## src/rtl/fetch_unit.sv

```systemverilog
// Instruction fetch stage: credit-limited sequential fetch, in-order
// response FIFO tagged with PC, redirect flush with in-flight discard.
module fetch_unit #(
  parameter logic [31:0] RESET_PC   = 32'h0000_0000,
  parameter int          FIFO_DEPTH = 2
) (
  input  logic        clk,
  input  logic        rstn,
  output logic [31:0] bus_cmd_addr,
  output logic        bus_cmd_en,
  output logic        bus_cmd_we,
  input  logic [31:0] bus_rsp_rdata,
  input  logic        bus_rsp_ready,
  input  logic        redirect_valid,
  input  logic [31:0] redirect_pc,
  output logic [31:0] instr_data,
  output logic [31:0] instr_pc,
  output logic        instr_valid,
  input  logic        instr_ready
);

  localparam int AW = $clog2(FIFO_DEPTH);
  localparam int CW = AW + 1;
  localparam logic [CW-1:0] DEPTH_C = CW'(FIFO_DEPTH);
  localparam logic [CW:0]   CAP_C   = (CW+1)'(FIFO_DEPTH);

  logic [31:0]   fetch_pc;
  logic [31:0]   rsp_pc;
  logic [31:0]   mem_data [FIFO_DEPTH];
  logic [31:0]   mem_pc   [FIFO_DEPTH];
  logic [AW-1:0] rd_ptr;
  logic [AW-1:0] wr_ptr;
  logic [CW-1:0] count;
  logic [CW-1:0] outstanding;
  logic [CW-1:0] discard;
  logic [CW-1:0] out_left;
  logic [CW:0]   credit;
  logic [31:0]   new_pc;
  logic          push;
  logic          pop;
  logic          drop;
  logic          unused_ok;

  assign unused_ok = ^redirect_pc[1:0];
  assign new_pc    = {redirect_pc[31:2], 2'b00};

  assign credit = {1'b0, count} + {1'b0, outstanding};

  assign bus_cmd_en   = rstn && !redirect_valid && (credit < CAP_C);
  assign bus_cmd_addr = fetch_pc;
  assign bus_cmd_we   = 1'b0;

  assign instr_valid = (count != '0);
  assign instr_data  = instr_valid ? mem_data[rd_ptr] : '0;
  assign instr_pc    = instr_valid ? mem_pc[rd_ptr]   : '0;

  assign drop = bus_rsp_ready && (discard != '0);
  assign push = bus_rsp_ready && (discard == '0) && !redirect_valid;
  assign pop  = instr_valid && instr_ready && !redirect_valid;

  // In-flight count once this cycle's response (if any) is retired
  assign out_left = outstanding - CW'(bus_rsp_ready);

  always_ff @(posedge clk or negedge rstn) begin
    if (!rstn) begin
      fetch_pc    <= RESET_PC;
      rsp_pc      <= RESET_PC;
      rd_ptr      <= '0;
      wr_ptr      <= '0;
      count       <= '0;
      outstanding <= '0;
      discard     <= '0;
    end else if (redirect_valid) begin
      fetch_pc    <= new_pc;
      rsp_pc      <= new_pc;
      rd_ptr      <= '0;
      wr_ptr      <= '0;
      count       <= '0;
      outstanding <= out_left;
      discard     <= out_left;
    end else begin
      if (bus_cmd_en)
        fetch_pc <= fetch_pc + 32'd4;
      outstanding <= out_left + CW'(bus_cmd_en);
      if (drop)
        discard <= discard - CW'(1);
      if (push) begin
        wr_ptr <= wr_ptr + AW'(1);
        rsp_pc <= rsp_pc + 32'd4;
      end
      if (pop)
        rd_ptr <= rd_ptr + AW'(1);
      count <= count + CW'(push) - CW'(pop);
    end
  end

  always_ff @(posedge clk) begin
    if (push) begin
      mem_data[wr_ptr] <= bus_rsp_rdata;
      mem_pc[wr_ptr]   <= rsp_pc;
    end
  end

  a_no_overflow: assert property (
    @(posedge clk) disable iff (!rstn)
    !(push && !pop && (count == DEPTH_C))
  );

endmodule

```

## config.mk

```make
export PLATFORM = sky130hd
export DESIGN_NAME = fetch_unit
export DESIGN_NICKNAME = d
export VERILOG_FILES = /design/src/rtl/fetch_unit.sv
export SDC_FILE = /design/constraint.sdc
export NUM_CORES = 1
export LEC_CHECK = 0
export ABC_AREA = 0
export BUFFER_PORTS_ARGS = -buffer_cell sky130_fd_sc_hd__buf_4
export CORE_MARGIN = 2
export CORE_UTILIZATION = 45
export DETAILED_ROUTE_END_ITERATION = 16
export PLACE_DENSITY = 0.67
export SLEW_MARGIN = 20
export SYNTH_ARGS = -nofsm -noshare
export SYNTH_HDL_FRONTEND = slang
export SYNTH_SLANG_ARGS = --single-unit
```

## constraint.sdc

```tcl
create_clock -name clk -period 4.4 [get_ports clk]
set_clock_uncertainty 0.2 [all_clocks]
set_input_delay 0.44 -clock clk [delete_from_list [all_inputs] [get_ports clk]]
set_output_delay 0.44 -clock clk [all_outputs]
set_load 0.005 [all_outputs]
```

* Word-level counts from Yosys, hierarchy flattened *
Memories as Yosys holds them, arrays and structs flattened.
Index checks and enable logic that the tools add are counted.

operators by class
  add/subtract/negate cells = 10
  magnitude comparators = 1
  mux-type cells = 16
  reductions and logical operators = 15

operator list
  cell                                                        count
  2-to-1 mux 32 bit                                           6
  adder 32 x 3 -> 32 bit, second input constant               2
  nonzero test 2 bit                                          6
  2-to-1 mux 2 bit                                            4
  logical AND 1 bit                                           7
  2-to-1 mux 1 bit                                            6
  adder 2 x 1 -> 2 bit                                        2
  subtractor 2 x 1 -> 2 bit                                   2
  adder 2 x 2 -> 3 bit                                        1
  less-than comparator 3 x 2 -> 1 bit, second input constant  1
  adder 1 bit, second input constant                          2
  logical NOT 2 bit                                           1
  subtractor 2 x 1 -> 2 bit, second input constant            1
  logical NOT 1 bit                                           1

word-level totals
  register bits = 72
  bits in writable memories = 128
  input bits = 69
  output and inout bits = 99
  memories kept = 2

memory list
  name      words  width  rd ports  clocked after Yosys merged registers in  wr ports  line  RTL
  mem_data  2      32     1         0                                        1         29    logic [31:0] mem_data [FIFO_DEPTH];
  mem_pc    2      32     1         0                                        1         30    logic [31:0] mem_pc [FIFO_DEPTH];

* Logic depth before layout (Yosys ltp) *
Gate-level depths: netlist of run 1.

  depth in word-level cells = 6
  depth in mapped cells = 9
  mapped depth without buffers = 9

* Least setup slack after synthesis of run 1 *
Ideal clock, no wire load.

  path kind = input -> register
  start = input port redirect_valid
  end = memory mem_data[0][0], enable pin
  arrival = 3.587 ns
  setup slack = 0.130 ns
  stages = 4
  path through = inv_2 > clkbuf_1 > nand3_1 > nor2_1

between the ends
  word-level cells in the longest chain between the ends = 4

ends and longest elaborated chain
  what                                    line  RTL
  start, declared                         14    input logic redirect_valid,
  logical NOT 1 bit                       58    assign push = bus_rsp_ready && (discard == '0) && !redirect_valid;
  logical AND 1 bit                       58
  2-to-1 mux 1 bit                        98    if (push) begin
  2-to-1 mux 1 bit (not written as such)  99    mem_data[wr_ptr] <= bus_rsp_rdata;
  end, declared                           29

No other way between the ends.

* Final worst setup path of run 1 *
  start = register count[0]
  end = register fetch_pc[19] (netlist: bus_cmd_addr[19])

between the ends
  word-level cells in the longest chain between the ends = 4

ends and longest elaborated chain
  what                                 line  RTL
  start, declared                      33    logic [CW-1:0] count;
  start signal, assigned               93    count <= count + CW'(push) - CW'(pop);
  adder 2 x 2 -> 3 bit                 47    assign credit = {1'b0, count} + {1'b0, outstanding};
  less-than comparator 3 x 2 -> 1 bit  49    assign bus_cmd_en = rstn && !redirect_valid && (credit < CAP_C);
  logical AND 1 bit                    49
  nonzero test 2 bit (no line)         -
  end signal, assigned                 74    fetch_pc <= new_pc;
  end signal, assigned                 83    fetch_pc <= fetch_pc + 32'd4;
  end, declared                        27    logic [31:0] fetch_pc;

No other way between the ends.
A chain may end at the register's enable or synchronous reset.

==> out/metrics.cfg, run 1 <==
[die]
fp.dieH_um = 143.4
core_um2 = 18890
fp.dieW_um = 143.4
die_area_um2 = 20560
pin_count = 168
placementRows = 50
start_util_pct = 46.28

[setup_path]
crit_path_start = count[0]
r2r-end = bus_cmd_addr[19]
crit_path_start_kind = flip-flop
r2r-start = count[0]
r2r_slack_ns = 1.17
critPathMaxStageDelay_ns = 0.70
r2r_cells = 6
criticalPathCategory = flip-flop to flip-flop
end_kind = flip-flop
crit_top_cell = or4_1
crit_path_end = bus_cmd_addr[19]
arrival_ns = 3.38
critPathRequiredTime_ns = 4.55
cp_max_fo = 10
critPathSlowestCell = or4_1
path_cells = and2_1, fa_1, nand4bb_1, or4_1, or4_1, a31oi_1

[power]
power.static_leakage_nw = 4.181
p_comb_share_pct = 22.2
p_seq_share_pct = 47.0
clockPowerShare_pct = 30.8
sw_frac_of_total_pct = 29.27
switchingPower_w = 0.001432
power_density_nw_per_um2 = 439.3
irDropWorstVdd_mv = 0.3020
p_int_w = 0.003459

[synthesis]
synth-seq-cells = 192
yosys-top-cells-area = edfxtp_1 (43%), dfrtp_1 (19%), mux2i_1 (7.4%)
synth_commonest_cells = edfxtp_1 (124), nor2_1 (104), dfrtp_1 (68), mux2i_1 (65), clkbuf_1 (28)
synth.most_common_cell = edfxtp_1
yosys.area.top_type = edfxtp_1
synthArstFlopShare_pct = 35.42
synth.top_cell.area_share_pct = 42.59
ys_types = 45
yosys_warnings = 0
netlist_instances = 711
syn_avg_cell_area_um2 = 12.30
synth-edff-count = 124
synth_top_flop_cell = edfxtp_1
seq_area_frac_synth_pct = 62.05
synth_area_um2 = 8743

[grt]
grt_max_degree = 72
grt_overflow = 0
grt_use_total_pct = 19.58
grt_pass1_vias = 6311
grt_pass1_wl_mm = 31.66
antenna_found_initial = 0

[placed_design]
hpwl_mm = 13.16
dpl.cell_count = 1101
gp_congestion = 0.9041
place_area_um2 = 10220
io_buffers = 160

[run]
drv_cap = 0

[min_path]
worstHoldPathType = input port to flip-flop

[clock_tree]
htreeDepth = 4
cts_buffers = 17
worstSkewPairLatency_ns = 0.43
cts-root-buf = clkbuf_16
clkSinkCount = 192
tritoncts = done
clk_pin_slew_ns = 0.08
max-clock-path-buffers = 2
post_cts_resized = 0

[layout]
drive_gt1_share_pct = 24.86
fillers = 1551
nets = 969
n_antenna_cell = 0
finalInstanceArea_um2 = 11130
final-instance-count-excl-fill = 1165
multi_input_area_um2 = 3112
area_delta_synth_final_pct = 27.33
final-seq-area_um2 = 5429

[routing]
wl_per_cell_um = 17.16
drc = 0
ant_nets = 0
drt_wl_total_mm = 19.99
num_vias = 6329
drt_iter0_markers = 577
viasPerCell = 5.433
first_pass_iters = 6

[status]
status = finished clean

[sta]
drv_slew = 0
fin_crit_ns = 3.228
setup_viol_count_final = 0
rsz0062_at_grt = false
hold_violations = 0
fin_crit_sh_pct = 73.36
timing.setup.tns_ns = 0
relSlewSlack_pct = 40.24
tightest_slew_ns = 0.8964
fin_hold_ws_ns = 0.01718
max_freq_mhz = 309.8

[cell families (layout without fill, tap and decap cells)]
family,after synthesis,after routing,synth area share (%)
compound gates,72,72,5.782
xor+xnor,25,25,2.504
fa+ha+maj,8,8,1.231
buf+inv,59,249,2.790
flops,192,192,62.05
mux,82,82,9.631
other cells,1,5,0.04289
simple gates,272,272,15.97
[power by group through the flow]
stage	clock, W	sequential [W]	combinational, W
after floorplan	0	0.00227	0.000620
after global placement	0	0.00235	0.00100
after detailed placement	0	0.00236	0.00103
after CTS	0.00154	0.00233	0.00106
after global routing	0.00163	0.00233	0.00120
final	0.00151	0.00230	0.00108
[worst min-delay path by stage]
stage                                  end  cells past startpoint               from
after floorplan           bus_cmd_addr[10]                      0               rstn
after global placement        mem_pc[0][4]                      0          rsp_pc[4]
after detailed placement      mem_pc[0][4]                      0          rsp_pc[4]
after CTS                  mem_data[0][17]                      1  bus_rsp_rdata[17]
after global routing       mem_data[0][17]                      1  bus_rsp_rdata[17]
final                      mem_data[0][17]                      1  bus_rsp_rdata[17]
[critical path: cells and delay by family (launching register included)]
| family | cells | cell delay (ns) |
|---|---|---|
| compound gates | 1 | 0.18 |
| fa+ha+maj | 1 | 0.48 |
| flops | 1 | 0.42 |
| simple gates | 4 | 1.88 |
[per-stage QoR]
stage / setup WS (ns) / util, % / power (W)
floorplan: 0.1302 / - / 0.002891
global placement: 1.288 / 54.07 / 0.003350
detailed placement: 1.202 / 54.07 / 0.003393
CTS: 1.190 / 58.78 / 0.004930
global route: 1.063 / 58.93 / 0.005152
finish: 1.172 / 58.93 / 0.004891
[repair_timing]
action / in CTS / in global routing
endpoints found under the hold margin: 62 / 0
hold buffers: 31 / 0
setup buffers: 0 / 0
[cell type report]
cell class | count | share of cell area, %
clock buffers | 17 | 3.821
multi-input cells | 464 | 27.95
clock inverters | 15 | 1.382
flip-flops and latches | 192 | 48.76
inverters | 17 | 0.5732
well taps | 260 | 2.922
repair buffers | 200 | 14.59
[cell usage in the layout (no fill, tap or decap), types with 11 or more instances in the layout]
cell and count:
xnor2_1 16, nand3_1 22, nand4_1 14, a31oi_1 14, a211oi_1 23, or4_1 15
nor3_1 23, dfrtp_1 67, buf_4 166, o31ai_1 11, nor2_1 101, edfxtp_1 124
nand2_1 26, mux2_2 17, mux2i_1 65, dlygate4sd3_1 31, clkbuf_16 17, nor4_1 15
inv_1 16, and4_1 16
[registers in the layout, summed over array words and instances, names as in the netlist]
signal and flops:
wr_ptr 1, mem_data 64, mem_pc 60, outstanding 2, rd_ptr 1, count 2
rsp_pc 30, bus_cmd_addr 30, discard 2
[routing by layer]
metal | share of wire, % | wire length (um) | up-vias | global-route usage, %
met5 | 0 | 0 | - | 0
met4 | 1.6 | 316 | 0 | 6.347
met3 | 6.7 | 1334 | 23 | 4.132
met2 | 47 | 9467 | 248 | 31.83
met1 | 44 | 8873 | 3041 | 26.41
li1 | - | - | 3017 | -
No activity file was read; power rests on OpenSTA's default activity.
==> inputs of run 2 (changes only) <==
- clock period: 4.4 -> 3.4 ns (I/O delays scaled with it)
==> run 2 against run 1 <==
Utilization increased by 0.81 points. Sequential power grew 30%. Clock power is 28% higher. Cell count is 1.4% higher. Hold slack worse by 0.0056 ns. Critical path depth unchanged. Global-route usage is 0.37 points higher. Count of clock-buffer cells in the layout up 3. Largest power group unchanged.
==> out/metrics.cfg, run 2 (synthesized netlist as in run 1, its figures left out) <==
[status]
status = finished clean

[clock_tree]
cts_buffers = 17
htreeDepth = 4
clkSinkCount = 192
clk_pin_slew_ns = 0.07
max-clock-path-buffers = 2
cts-root-buf = clkbuf_16
worstSkewPairLatency_ns = 0.43
tritoncts = done
post_cts_resized = 0

[layout]
drive_gt1_share_pct = 24.32
n_antenna_cell = 0
final-instance-count-excl-fill = 1181
reg_top3 = mem_data (64), mem_pc (60)
nets = 985
multi_input_area_um2 = 3112
fillers = 1523
area_delta_synth_final_pct = 29.09
layout_commonest_cell = buf_4
regMostFlops = mem_data
largest_reg_flops = 64
final_cell_mix = buf_4 (167), edfxtp_1 (124), nor2_1 (101)
final-seq-area_um2 = 5429

[routing]
drt_iter0_markers = 510
first_pass_iters = 5
drc = 0
viasPerCell = 5.487
wl_per_cell_um = 17.20
drt_wl_total_mm = 20.32
ant_nets = 0
num_vias = 6480

[die]
fp.dieH_um = 143.4
die_area_um2 = 20560
placementRows = 50
pin_count = 168
core_um2 = 18890
start_util_pct = 46.28
fp.dieW_um = 143.4

[power]
switchingPower_w = 0.001794
power.total_w = 0.006334
power.static_leakage_nw = 4.234
power_density_nw_per_um2 = 561.2
clockPowerShare_pct = 30.6
p_seq_share_pct = 47.1
p_int_w = 0.004540
irDropWorstVdd_mv = 0.3724
sw_frac_of_total_pct = 28.32
p_comb_share_pct = 22.3

[setup_path]
critPathSlowestCell = or4_1
r2r_slack_ns = 0.40
critPathMaxStageDelay_ns = 0.65
end_kind = flip-flop
path_cells = and2_1, fa_1, nand4bb_1, or4_1, or4_1, a31oi_1
cp_max_fo = 8
arrival_ns = 3.16
crit_path_start_kind = flip-flop
crit_top_cell = or4_1
criticalPathCategory = flip-flop to flip-flop
critPathRequiredTime_ns = 3.56

[sta]
timing.setup.tns_ns = 0
hold_violations = 0
rsz0062_at_grt = false
tightest_slew_ns = 0.8815
relSlewSlack_pct = 41.23
drv_slew = 0
max_freq_mhz = 333.1
fin_hold_ws_ns = 0.01153
setup_viol_count_final = 0
finalWorstSetupSlack_ns = 0.3978
fin_crit_sh_pct = 88.30
fin_crit_ns = 3.002

[grt]
grt_pass1_vias = 6381
grt_pass1_wl_mm = 31.96
grt_overflow = 0
grt_use_total_pct = 19.95
grt_max_degree = 72
antenna_found_initial = 0

[min_path]
worstHoldPathType = input port to flip-flop

[placed_design]
gp_congestion = 0.9050
hpwl_mm = 13.20
place_ws_ns = 0.3888
dpl.cell_count = 1104
io_buffers = 160

[run]
drv_cap = 0

[run 2: worst paths after layout]
kind	startpoint	cells past startpoint	endpoint
worst max register to register	count[0]	6	bus_cmd_addr[19]
worst min register to register	rsp_pc[8]	0	mem_pc[1][8]
min in group asynchronous	rstn	3	outstanding[1]
worst min-delay path	redirect_pc[19]	3	bus_cmd_addr[19]
worst max-delay path	count[0]	6	bus_cmd_addr[19]
max in group asynchronous	rstn	3	rd_ptr
[run 2: what timing repair did]
| item | 4_1_cts | 5_1_grt |
|---|---|---|
| buffers inserted | 0 | 0 |
| hold buffers | 45 | 0 |
| hold endpoints to repair | 111 | 0 |
[run 2: through the flow]
stage / area [um2] / util [%]
after floorplan: 8758 / -
after global placement: 10260 / 54.32
after detailed placement: 10260 / 54.32
after CTS: 11290 / 59.74
after global routing: 11290 / 59.74
final: 11290 / 59.74
[run 2: power by group through the flow]
| stage | clock network, W | logic, W | registers [W] |
|---|---|---|---|
| after floorplan | 0 | 0.000803 | 0.00294 |
| after CTS | 0.00198 | 0.00143 | 0.00298 |
| after global routing | 0.00209 | 0.00157 | 0.00302 |
| after global placement | 0 | 0.00135 | 0.00301 |
| final | 0.00194 | 0.00141 | 0.00298 |
| after detailed placement | 0 | 0.00138 | 0.00303 |
[run 2: final cells by class]
cell class | instances | share of cell area, %
multi-input combinational | 464 | 27.57
timing repair buffer | 216 | 15.81
tap | 260 | 2.882
sequential | 192 | 48.10
clock buffer | 20 | 3.869
clock inverter | 12 | 1.208
inverter | 17 | 0.5653
[run 2: critical path: cells and delay by family, from the launching register on]
| family | cells | cell delay (ns) |
|---|---|---|
| simple gates | 4 | 1.67 |
| fa+ha+maj | 1 | 0.46 |
| flops | 1 | 0.42 |
| compound gates | 1 | 0.17 |
[run 2: metal layers]
metal / wire [um] / global-route usage (%)
met4: 231 / 5.521
met1: 8896 / 26.39
met5: 0 / 0
met3: 1316 / 4.532
met2: 9874 / 33.26
==> inputs of run 3 (changes only) <==
- CORE_MARGIN: 2 -> default
- CTS_BUF_LIST: default -> sky130_fd_sc_hd__clkbuf_8
- CTS_CLUSTER_DIAMETER: default -> 50
==> run 3 against run 2 <==
Count of clock-buffer cells in the layout fell by 3. Cell count rose by 1.3%. Largest power group unchanged. Non-clock buffer count up 15. Sequential power hardly changed.
==> out/metrics.cfg, run 3 (synthesized netlist as in run 1, its figures left out) <==
[grt]
grt_pass1_vias = 6295
antenna_found_initial = 0
grt_overflow = 0
grt_max_degree = 69
grt_pass1_wl_mm = 31.77
grt_use_total_pct = 20.44

[setup_path]
cp_max_fo = 8
critPathSlowestCell = or4_1
end_kind = flip-flop
path_cells = and2_1, fa_1, nand4bb_1, or4_1, or4_1, a31oi_1
crit_path_start_kind = flip-flop
critPathMaxStageDelay_ns = 0.65
critPathRequiredTime_ns = 3.59
criticalPathCategory = flip-flop to flip-flop
crit_top_cell = or4_1
arrival_ns = 3.21

[layout]
regMostFlops = mem_data
area_delta_synth_final_pct = 28.59
finalInstanceArea_um2 = 11240
nets = 1000
fillers = 1543
largest_reg_flops = 64
drive_gt1_share_pct = 24.36
layout_commonest_cell = buf_4
final_cell_mix = buf_4 (170), edfxtp_1 (124), nor2_1 (101)
reg_top3 = mem_data (64), mem_pc (60)
n_antenna_cell = 0
final-instance-count-excl-fill = 1196

[die]
fp.dieH_um = 141.4
core_um2 = 18890
fp.dieW_um = 141.4
placementRows = 50
start_util_pct = 46.28
die_area_um2 = 19990
pin_count = 168

[placed_design]
gp_congestion = 0.9133
dpl.cell_count = 1106
hpwl_mm = 13.05
place_area_um2 = 10270
io_buffers = 160

[sta]
rsz0062_at_grt = false
setup_viol_count_final = 0
fin_crit_sh_pct = 88.83
drv_slew = 0
hold_violations = 0
fin_crit_ns = 3.020
max_freq_mhz = 331.1
relSlewSlack_pct = 41.93
tightest_slew_ns = 0.8711

[clock_tree]
cts-root-buf = clkbuf_8
max-clock-path-buffers = 2
htreeDepth = 4
clk_pin_slew_ns = 0.11
post_cts_buffers = 0
tritoncts = done
cts_buffers = 17
post_cts_resized = 0
worstSkewPairLatency_ns = 0.46
cts_hold_buf = 58
clkSinkCount = 192

[routing]
viasPerCell = 5.431
num_vias = 6495
drc = 0
drt_iter0_markers = 452
ant_nets = 0
first_pass_iters = 5
drt_wl_total_mm = 19.95
wl_per_cell_um = 16.68

[run]
drv_cap = 0

[power]
power.static_leakage_nw = 4.227
power_density_nw_per_um2 = 523.6
irDropWorstVdd_mv = 0.2673

[status]
status = finished clean

[min_path]
worstHoldPathType = input port to flip-flop

==> run 3: changes by cell type in the layout (fill, tap and decap cells not counted), sizes merged <==
cell / change
buf: +2
clkbuf: -3
clkinv: +1
clkinvlp: -2
dlygate4sd3: +13
inv: +4
==> run 3: area by class of cell <==
cell class	instances	area (um2)	share of cell area (%)
repair buffers	231	1917	17.05
clock buffers	17	234.0	2.081
inverters	17	63.81	0.5675
clock inverters	15	162.7	1.447
multi-input cells	464	3112	27.68
well taps	260	325.3	2.893
flip-flops and latches	192	5429	48.29
==> run 3: worst max-delay path, delay by kind of cell (launching register included) <==
kind | cells | cell delay, ns
AO/OA/AOI/OAI | 1 | 0.18
adder cells (fa/ha/maj) | 1 | 0.46
flip-flops | 1 | 0.43
AND/OR/NAND/NOR | 4 | 1.69
==> run 3: per-layer routing <==
metal,GRT usage (%),up-vias,wire (um)
met2,33.77,258,9681
met4,5.942,0,218
met5,0,-,0
li1,-,3073,-
met3,3.645,19,1247
met1,27.77,3145,8801
==> run 3: report_power, final <==
| group | switching [W] | internal, W |
|---|---|---|
| Clock | 0.000819 | 0.000664 |
| Combinational | 0.000695 | 0.000728 |
| Sequential | 0.000246 | 0.00273 |
| Total | 0.00176 | 0.00413 |
==> run 3: path summary, 6_finish.rpt <==
check / slack (ns) / end / cells after the start / from
setup / recovery: 0.38 / bus_cmd_addr[19] / 6 / count[0]
hold / removal: 0.06 / bus_cmd_addr[13] / 3 / redirect_pc[13]
setup reg to reg: 0.38 / bus_cmd_addr[19] / 6 / count[0]
hold reg to reg: 0.36 / mem_pc[0][31] / 0 / rsp_pc[31]
max in group asynchronous: 1.88 / rd_ptr / 3 / rstn
min in group asynchronous: 0.47 / bus_cmd_addr[15] / 3 / rstn
==> run 3: per-stage QoR <==
step | hold WS [ns] | power [W] | utilization, % | setup TNS (ns) | worst slack [ns]
finish | 0.06470 | 0.005887 | 59.51 | 0 | 0.3798
floorplan | -0.1556 | 0.003742 | - | -95.45 | -0.7698
detailed placement | 0.3273 | 0.004408 | 54.34 | 0 | 0.3838
global placement | 0.3175 | 0.004347 | 54.34 | 0 | 0.4475
CTS | 0.04553 | 0.005946 | 59.51 | 0 | 0.3557
global route | 0.08588 | 0.006206 | 59.51 | 0 | 0.2388
